<file path="config.mk">
export PLATFORM = sky130hd
export DESIGN_NAME = if_fetch_buf_flat
export DESIGN_NICKNAME = d
export VERILOG_FILES = /design/src/rtl/if_fetch_buf_if.sv /design/src/rtl/if_fetch_buf.sv /design/src/flat_wrapper.sv
export SDC_FILE = /design/constraint.sdc
export NUM_CORES = 1
export LEC_CHECK = 0
export BUFFER_PORTS_ARGS = -buffer_cell sky130_fd_sc_hd__buf_2
export CORE_MARGIN = 2
export CORE_UTILIZATION = 60
export CTS_CLUSTER_DIAMETER = 150
export DETAILED_ROUTE_END_ITERATION = 12
export PLACE_DENSITY_LB_ADDON = 0.08
export RECOVER_POWER = 100
export SKIP_CTS_REPAIR_TIMING = 1
export SLEW_MARGIN = 10
export SYNTH_ARGS = -nofsm -noshare
export SYNTH_HDL_FRONTEND = slang
export SYNTH_SLANG_ARGS = --single-unit
</file>
<file path="constraint.sdc">
create_clock -name CLK -period 47.4 [get_ports CLK]
set_input_delay 9.48 -clock CLK [delete_from_list [all_inputs] [get_ports CLK]]
set_output_delay 9.48 -clock CLK [all_outputs]
set_load 0.05 [all_outputs]
</file>
<file path="src/rtl/if_fetch_buf_if.sv">
// Fetch-stage bundle: redirect input, IMEM request/response and the decode-side valid/ready port.
// The master modport belongs to the fetch stage and the slave modport to its environment.
interface if_fetch_buf_if #(
    parameter int FETCH_WIDTH = 2,
    parameter int INSTR_W     = 32,
    parameter int ADDR_W      = 32
);
    logic                           redirect_valid;
    logic [ADDR_W-1:0]              redirect_pc;
    logic                           imem_req;
    logic [ADDR_W-1:0]              imem_addr;
    logic [FETCH_WIDTH*INSTR_W-1:0] imem_rdata;
    logic                           out_valid;
    logic                           out_ready;
    logic [ADDR_W-1:0]              out_pc;
    logic [FETCH_WIDTH*INSTR_W-1:0] out_instr;
    logic [FETCH_WIDTH-1:0]         out_mask;

    modport master (
        input  redirect_valid, redirect_pc, imem_rdata, out_ready,
        output imem_req, imem_addr, out_valid, out_pc, out_instr, out_mask
    );

    modport slave (
        output redirect_valid, redirect_pc, imem_rdata, out_ready,
        input  imem_req, imem_addr, out_valid, out_pc, out_instr, out_mask
    );
endinterface

</file>
<file path="src/rtl/if_fetch_buf.sv">
// Multi-wide fetch stage with a DEPTH-group fetch buffer between IMEM and decode.
// Defining IF_PERF_CNT_EN adds saturating perf_groups/perf_stall/perf_flush counters.
module if_fetch_buf #(
    parameter int                FETCH_WIDTH = 2,
    parameter int                DEPTH       = 4,
    parameter int                INSTR_W     = 32,
    parameter int                ADDR_W      = 32,
    parameter logic [ADDR_W-1:0] RESET_PC    = 32'h0000_1000
) (
    input  logic                 CLK,
    input  logic                 RESET,
    input  logic                 FREEZE,
    if_fetch_buf_if.master       bus
`ifdef IF_PERF_CNT_EN
    ,
    output logic [31:0]          perf_groups,
    output logic [31:0]          perf_stall,
    output logic [31:0]          perf_flush
`endif
);
    localparam int PTR_W = $clog2(DEPTH);
    localparam int CW    = PTR_W + 1;
    localparam int CW1   = CW + 1;
    localparam int DW    = FETCH_WIDTH * INSTR_W;
    localparam logic [ADDR_W-1:0] GRP     = ADDR_W'(FETCH_WIDTH * 4);
    localparam logic [CW:0]       DEPTH_L = CW1'(DEPTH);

    logic [ADDR_W-1:0]      r_pc;
    logic [CW-1:0]          r_count;
    logic [PTR_W-1:0]       r_head;
    logic [PTR_W-1:0]       r_tail;
    logic                   r_inflight;
    logic                   r_kill;
    logic [ADDR_W-1:0]      r_tag_pc;
    logic [FETCH_WIDTH-1:0] r_tag_mask;

    logic [ADDR_W-1:0]      r_buf_pc    [DEPTH];
    logic [DW-1:0]          r_buf_instr [DEPTH];
    logic [FETCH_WIDTH-1:0] r_buf_mask  [DEPTH];

    logic [ADDR_W-1:0]      w_faddr;
    logic [ADDR_W-1:0]      w_falign;
    logic [ADDR_W-1:0]      w_off;
    logic [FETCH_WIDTH-1:0] w_fmask;
    logic [CW:0]            w_used;
    logic                   w_issue;
    logic                   w_push;
    logic                   w_pop;
    logic                   w_valid;
    logic [DW-1:0]          w_wdata;

    // A redirect flushes everything, so a redirect cycle always has room to issue.
    always_comb begin
        w_faddr  = bus.redirect_valid ? bus.redirect_pc : r_pc;
        w_falign = w_faddr & ~(GRP - ADDR_W'(1));
        w_off    = (w_faddr & (GRP - ADDR_W'(1))) >> 2;
        w_fmask  = {FETCH_WIDTH{1'b1}} << w_off;
        w_used   = {1'b0, r_count} + {{CW{1'b0}}, r_inflight};
        w_issue  = !RESET && !FREEZE && (bus.redirect_valid || (w_used < DEPTH_L));
        w_valid  = (r_count != '0);
        w_push   = r_inflight && !r_kill && !bus.redirect_valid;
        w_pop    = w_valid && bus.out_ready && !FREEZE && !bus.redirect_valid;
        w_wdata  = '0;
        for (int s = 0; s < FETCH_WIDTH; s++) begin
            w_wdata[s*INSTR_W +: INSTR_W] = r_tag_mask[s] ? bus.imem_rdata[s*INSTR_W +: INSTR_W] : '0;
        end
    end

    assign bus.imem_req  = w_issue;
    assign bus.imem_addr = w_falign;
    assign bus.out_valid = w_valid;
    assign bus.out_pc    = w_valid ? r_buf_pc[r_head]    : '0;
    assign bus.out_instr = w_valid ? r_buf_instr[r_head] : '0;
    assign bus.out_mask  = w_valid ? r_buf_mask[r_head]  : '0;

    always_ff @(posedge CLK or posedge RESET) begin
        if (RESET) begin
            r_pc       <= RESET_PC;
            r_count    <= '0;
            r_head     <= '0;
            r_tail     <= '0;
            r_inflight <= 1'b0;
            r_kill     <= 1'b0;
            r_tag_pc   <= '0;
            r_tag_mask <= '0;
            for (int i = 0; i < DEPTH; i++) begin
                r_buf_pc[i]    <= '0;
                r_buf_instr[i] <= '0;
                r_buf_mask[i]  <= '0;
            end
        end else begin
            if (bus.redirect_valid) begin
                r_head  <= '0;
                r_tail  <= '0;
                r_count <= '0;
            end else begin
                if (w_push) begin
                    r_buf_pc[r_tail]    <= r_tag_pc;
                    r_buf_instr[r_tail] <= w_wdata;
                    r_buf_mask[r_tail]  <= r_tag_mask;
                    r_tail              <= r_tail + PTR_W'(1);
                end
                if (w_pop) begin
                    r_head <= r_head + PTR_W'(1);
                end
                if (w_push && !w_pop) begin
                    r_count <= r_count + CW'(1);
                end else if (!w_push && w_pop) begin
                    r_count <= r_count - CW'(1);
                end
            end

            if (w_issue) begin
                r_pc       <= w_falign + GRP;
                r_tag_pc   <= w_falign;
                r_tag_mask <= w_fmask;
            end else if (bus.redirect_valid) begin
                r_pc <= bus.redirect_pc;
            end

            // Every request is answered the next cycle, so inflight simply trails issue.
            r_inflight <= w_issue;
            r_kill     <= bus.redirect_valid && r_inflight && !w_issue;
        end
    end

`ifdef IF_PERF_CNT_EN
    logic [31:0] r_perf_groups;
    logic [31:0] r_perf_stall;
    logic [31:0] r_perf_flush;

    always_ff @(posedge CLK or posedge RESET) begin
        if (RESET) begin
            r_perf_groups <= '0;
            r_perf_stall  <= '0;
            r_perf_flush  <= '0;
        end else begin
            if (w_pop && (r_perf_groups != '1)) begin
                r_perf_groups <= r_perf_groups + 32'd1;
            end
            if (!w_issue && !FREEZE && (r_perf_stall != '1)) begin
                r_perf_stall <= r_perf_stall + 32'd1;
            end
            if (bus.redirect_valid && (r_perf_flush != '1)) begin
                r_perf_flush <= r_perf_flush + 32'd1;
            end
        end
    end

    assign perf_groups = r_perf_groups;
    assign perf_stall  = r_perf_stall;
    assign perf_flush  = r_perf_flush;
`endif
endmodule

</file>
<file path="src/flat_wrapper.sv">
// flat-port wrapper written by rule: the top's interface ports become plain ports
module if_fetch_buf_flat 
#(
    parameter int                FETCH_WIDTH = 2,
    parameter int                DEPTH       = 4,
    parameter int                INSTR_W     = 32,
    parameter int                ADDR_W      = 32,
    parameter logic [ADDR_W-1:0] RESET_PC    = 32'h0000_1000
)
  (CLK, RESET, FREEZE, bus_redirect_valid, bus_redirect_pc, bus_imem_rdata, bus_out_ready, bus_imem_req, bus_imem_addr, bus_out_valid, bus_out_pc, bus_out_instr, bus_out_mask);
  if_fetch_buf_if #(.FETCH_WIDTH(FETCH_WIDTH), .INSTR_W(INSTR_W), .ADDR_W(ADDR_W)) bus_i ();
  input  logic CLK;
  input  logic RESET;
  input  logic FREEZE;
  input wire logic [$bits(bus_i.redirect_valid)-1:0] bus_redirect_valid;
  input wire logic [$bits(bus_i.redirect_pc)-1:0] bus_redirect_pc;
  input wire logic [$bits(bus_i.imem_rdata)-1:0] bus_imem_rdata;
  input wire logic [$bits(bus_i.out_ready)-1:0] bus_out_ready;
  output wire logic [$bits(bus_i.imem_req)-1:0] bus_imem_req;
  output wire logic [$bits(bus_i.imem_addr)-1:0] bus_imem_addr;
  output wire logic [$bits(bus_i.out_valid)-1:0] bus_out_valid;
  output wire logic [$bits(bus_i.out_pc)-1:0] bus_out_pc;
  output wire logic [$bits(bus_i.out_instr)-1:0] bus_out_instr;
  output wire logic [$bits(bus_i.out_mask)-1:0] bus_out_mask;
  assign bus_i.redirect_valid = bus_redirect_valid;
  assign bus_i.redirect_pc = bus_redirect_pc;
  assign bus_i.imem_rdata = bus_imem_rdata;
  assign bus_i.out_ready = bus_out_ready;
  assign bus_imem_req = bus_i.imem_req;
  assign bus_imem_addr = bus_i.imem_addr;
  assign bus_out_valid = bus_i.out_valid;
  assign bus_out_pc = bus_i.out_pc;
  assign bus_out_instr = bus_i.out_instr;
  assign bus_out_mask = bus_i.out_mask;
  if_fetch_buf #(.FETCH_WIDTH(FETCH_WIDTH), .DEPTH(DEPTH), .INSTR_W(INSTR_W), .ADDR_W(ADDR_W), .RESET_PC(RESET_PC)) u_core (.CLK(CLK), .RESET(RESET), .FREEZE(FREEZE), .bus(bus_i));
endmodule
</file>
==> results.toml <==
[outcome]
outcome = "finished, violations left"
violations = "max-capacitance violations, max-slew violations"

[finish]
nets = 2003
area_delta_synth_final_pct = 12.9
final_cell_mix = "dfrtp_1 (449), nand2_1 (373), o21ai_0 (274)"
final_common_cell = "dfrtp_1"
drive_above_1_share_pct = 21.9

[power]
cellLeakagePower_uw = 0.0105
peakVddDrop_mv = 0.0360
powerDensity_nw_per_um2 = 51.5
power.total_uw = 1170

[worst_setup_path]
critPathMaxStageDelay_ns = 2.28
crit_path_start_kind = "input pin"
slowest_stage = "clkbuf_1"
path_common_cell = "clkbuf_1"
path_class = "input pin to primary output"
crit_fanout = 69
endpoint_kind = "primary output"
required_ns = 37.92
cp_num_buf_inv = 4
cp_top_family = "buffers and inverters"
cp.arrival_ns = 13.22
path_cells = "buf_2 -> clkbuf_1 -> nand4b_1 -> nand3_1 -> clkinv_1 -> clkbuf_1"

[routing]
num_vias = 13500
via_per_inst = 5.68
drc = 0
routed_wl_um = 44600
wl_met1_um = 20200
drt_iter0_drc = 721
met3_length_um = 2300
met2_length_um = 21200
topRoutingLayerUsed = "met4"
firstDrtPassIters = 5
drtAntennaViolNets = 0
routedWlPerCell_um = 18.8

[sta]
finalHoldViolations = 0
grt_setup_unrepaired = "false"
postLayoutSetupSlackWorst_ns = 24.70
finalCritPeriodShare_pct = 47.9
whs_ns = 0.472
max_slew.worst_pin.slew_ns = 6.19
finalSetupViolations = 0
max_slew_margin_pct = -313
max_clock_freq_ghz = 0.0441
clock_skew_ns = 0.0145
post-route-min-period_ns = 22.70
finalSetupTns_ns = 0
final_max_slew_viol_count = 1457

[die]
initial_core_util_pct = 60.5
die_h_um = 187
pin_count = 233
core_area_sq_um = 33400
placementRows = 67
die_w_um = 187
die_area_sq_um = 35100

[synthesis]
ys_seq_elements = 450
synth_edf_count = 0
synth_cell_type_count = 56
ys.warnings.count = 0
async_reset_ff_share_pct = 100
ys_seq_area_share_pct = 55.8
synth_ff_type = "dfrtp_1"
synthesis.instances = 1730
syn_avg_cell_area_sq_um = 11.7
syn_area_sq_um = 20200

[placed_design]
hpwlAfterDp_um = 26400
portBuffers = 224
place_ws_ns = 26.57
place_congestion = 0.859

[grt]
grt_usage_pct = 26.1
grt-ovfl-total = 0
grt_pass1_vias = 14000
grt_pass1_wl_um = 73700
antenna_found_initial = 2
grt_max_degree = 141

[min_path]
min_path_type = "flop to flop"

[clock_tree]
cts_num_sinks = 450
cts_root_buf = "clkbuf_16"
ctsHtreeMaxLevel = 2
clk_pin_slew_worst_paths_ns = 0.06
cts_max_path_buffers = 3
tritoncts = "built"
clk_latency_ns = 0.54
cts_buffers = 47

[run]
max_cap_viol_count = 21
synth_stat cells, types with 3 or more instances:
cell type,instances,area [sq um]
a21oi_1,5,25.0
and2_1,95,594
buf_1,6,22.5
buf_2,20,100
buf_4,7,52.6
buf_6,4,45.0
clkbuf_1,92,345
dfrtp_1,449,11200
ha_1,5,62.6
inv_1,22,82.6
mux2_2,145,1630
mux2i_1,14,140
mux4_2,95,2140
nand2_1,373,1400
nand2b_1,6,37.5
nand3_1,6,30.0
nand3b_1,3,22.5
nor2_1,18,67.6
nor2b_1,3,18.8
nor3_1,11,55.1
nor4_1,3,18.8
o21ai_0,274,1370
xnor2_1,22,193
xor2_1,11,96.3
where the power goes:
group | switching [uW] | internal (uW) | total [uW]
logic | 193 | 109 | 303
clock network | 145 | 224 | 369
registers | 43.8 | 459 | 502
total | 382 | 791 | 1170
worst paths after layout:
kind | from | end | slack, ns | cells past startpoint
max | bus_redirect_valid | bus_imem_req | 24.70 | 6
min | u_core.r_buf_instr[24]$_DFFE_PP0P_ | u_core.r_buf_instr[24]$_DFFE_PP0P_ | 0.47 | 2
max reg2reg | u_core.r_inflight$_DFF_PP0_ | u_core.r_buf_instr[164]$_DFFE_PP0P_ | 40.71 | 5
min reg2reg | u_core.r_buf_instr[24]$_DFFE_PP0P_ | u_core.r_buf_instr[24]$_DFFE_PP0P_ | 0.47 | 2
max in group asynchronous | RESET | u_core.r_buf_instr[106]$_DFFE_PP0P_ | 25.43 | 5
min in group asynchronous | RESET | u_core.r_pc[13]$_DFF_PP0_ | 10.74 | 2
final cells by class:
class | count | area [sq um]
Antenna cell | 1 | 2.50
Clock buffer | 75 | 1440
Clock inverter | 8 | 115
Fill cell | 2662 | 10600
Inverter | 23 | 87.6
Multi-Input combinational cell | 1133 | 8250
Sequential cell | 450 | 11300
Tap cell | 448 | 561
Timing Repair Buffer | 241 | 1060
worst register-to-register path, stage by stage, from the launching register on:
cell and delay, ns:
dfrtp_1 0.40, nand2b_1 0.20, nor2_1 0.13, nand2_1 2.01, clkbuf_1 3.04, o21ai_0 0.59
cells by family (layout without fill, tap and decap cells):
kind of cell	count (synthesis)	in the layout	synth area share (%)
simple gates	539	539	12.1
flops	450	450	55.8
compound gates	295	295	7.62
mux	254	254	19.4
buf+inv	152	347	3.23
xor+xnor	33	33	1.43
fa+ha+maj	6	6	0.409
other cells	1	7	0.0186
flip-flops by register name (all words and copies together), names as in the netlist:
signal              count
u_core.r_head           2
u_core.r_pc            30
u_core.r_buf_instr    256
u_core.r_tag_pc        29
u_core.r_count          3
u_core.r_tag_mask       2
u_core.r_buf_mask       8
u_core.r_buf_pc       116
u_core.r_tail           2
u_core.r_inflight       1
u_core.r_kill           1
through the flow:
| stage | instances | utilization [%] | area, sq um |
|---|---|---|---|
| CTS | 2377 | 69.1 | 23000 |
| floorplan | 1735 | - | 20200 |
| detailed placement | 2294 | 64.4 | 21500 |
| global route | 2379 | 68.3 | 22800 |
| global placement | 2294 | 64.4 | 21500 |
| finish | 2379 | 68.3 | 22800 |
layer usage:
metal / global-route usage [%] / up-vias
li1: - / 6296
met1: 37.6 / 6814
met2: 42.2 / 325
met3: 4.18 / 71
met4: 6.90 / 0
met5: 0 / -
No activity file was read; power rests on OpenSTA's default activity.
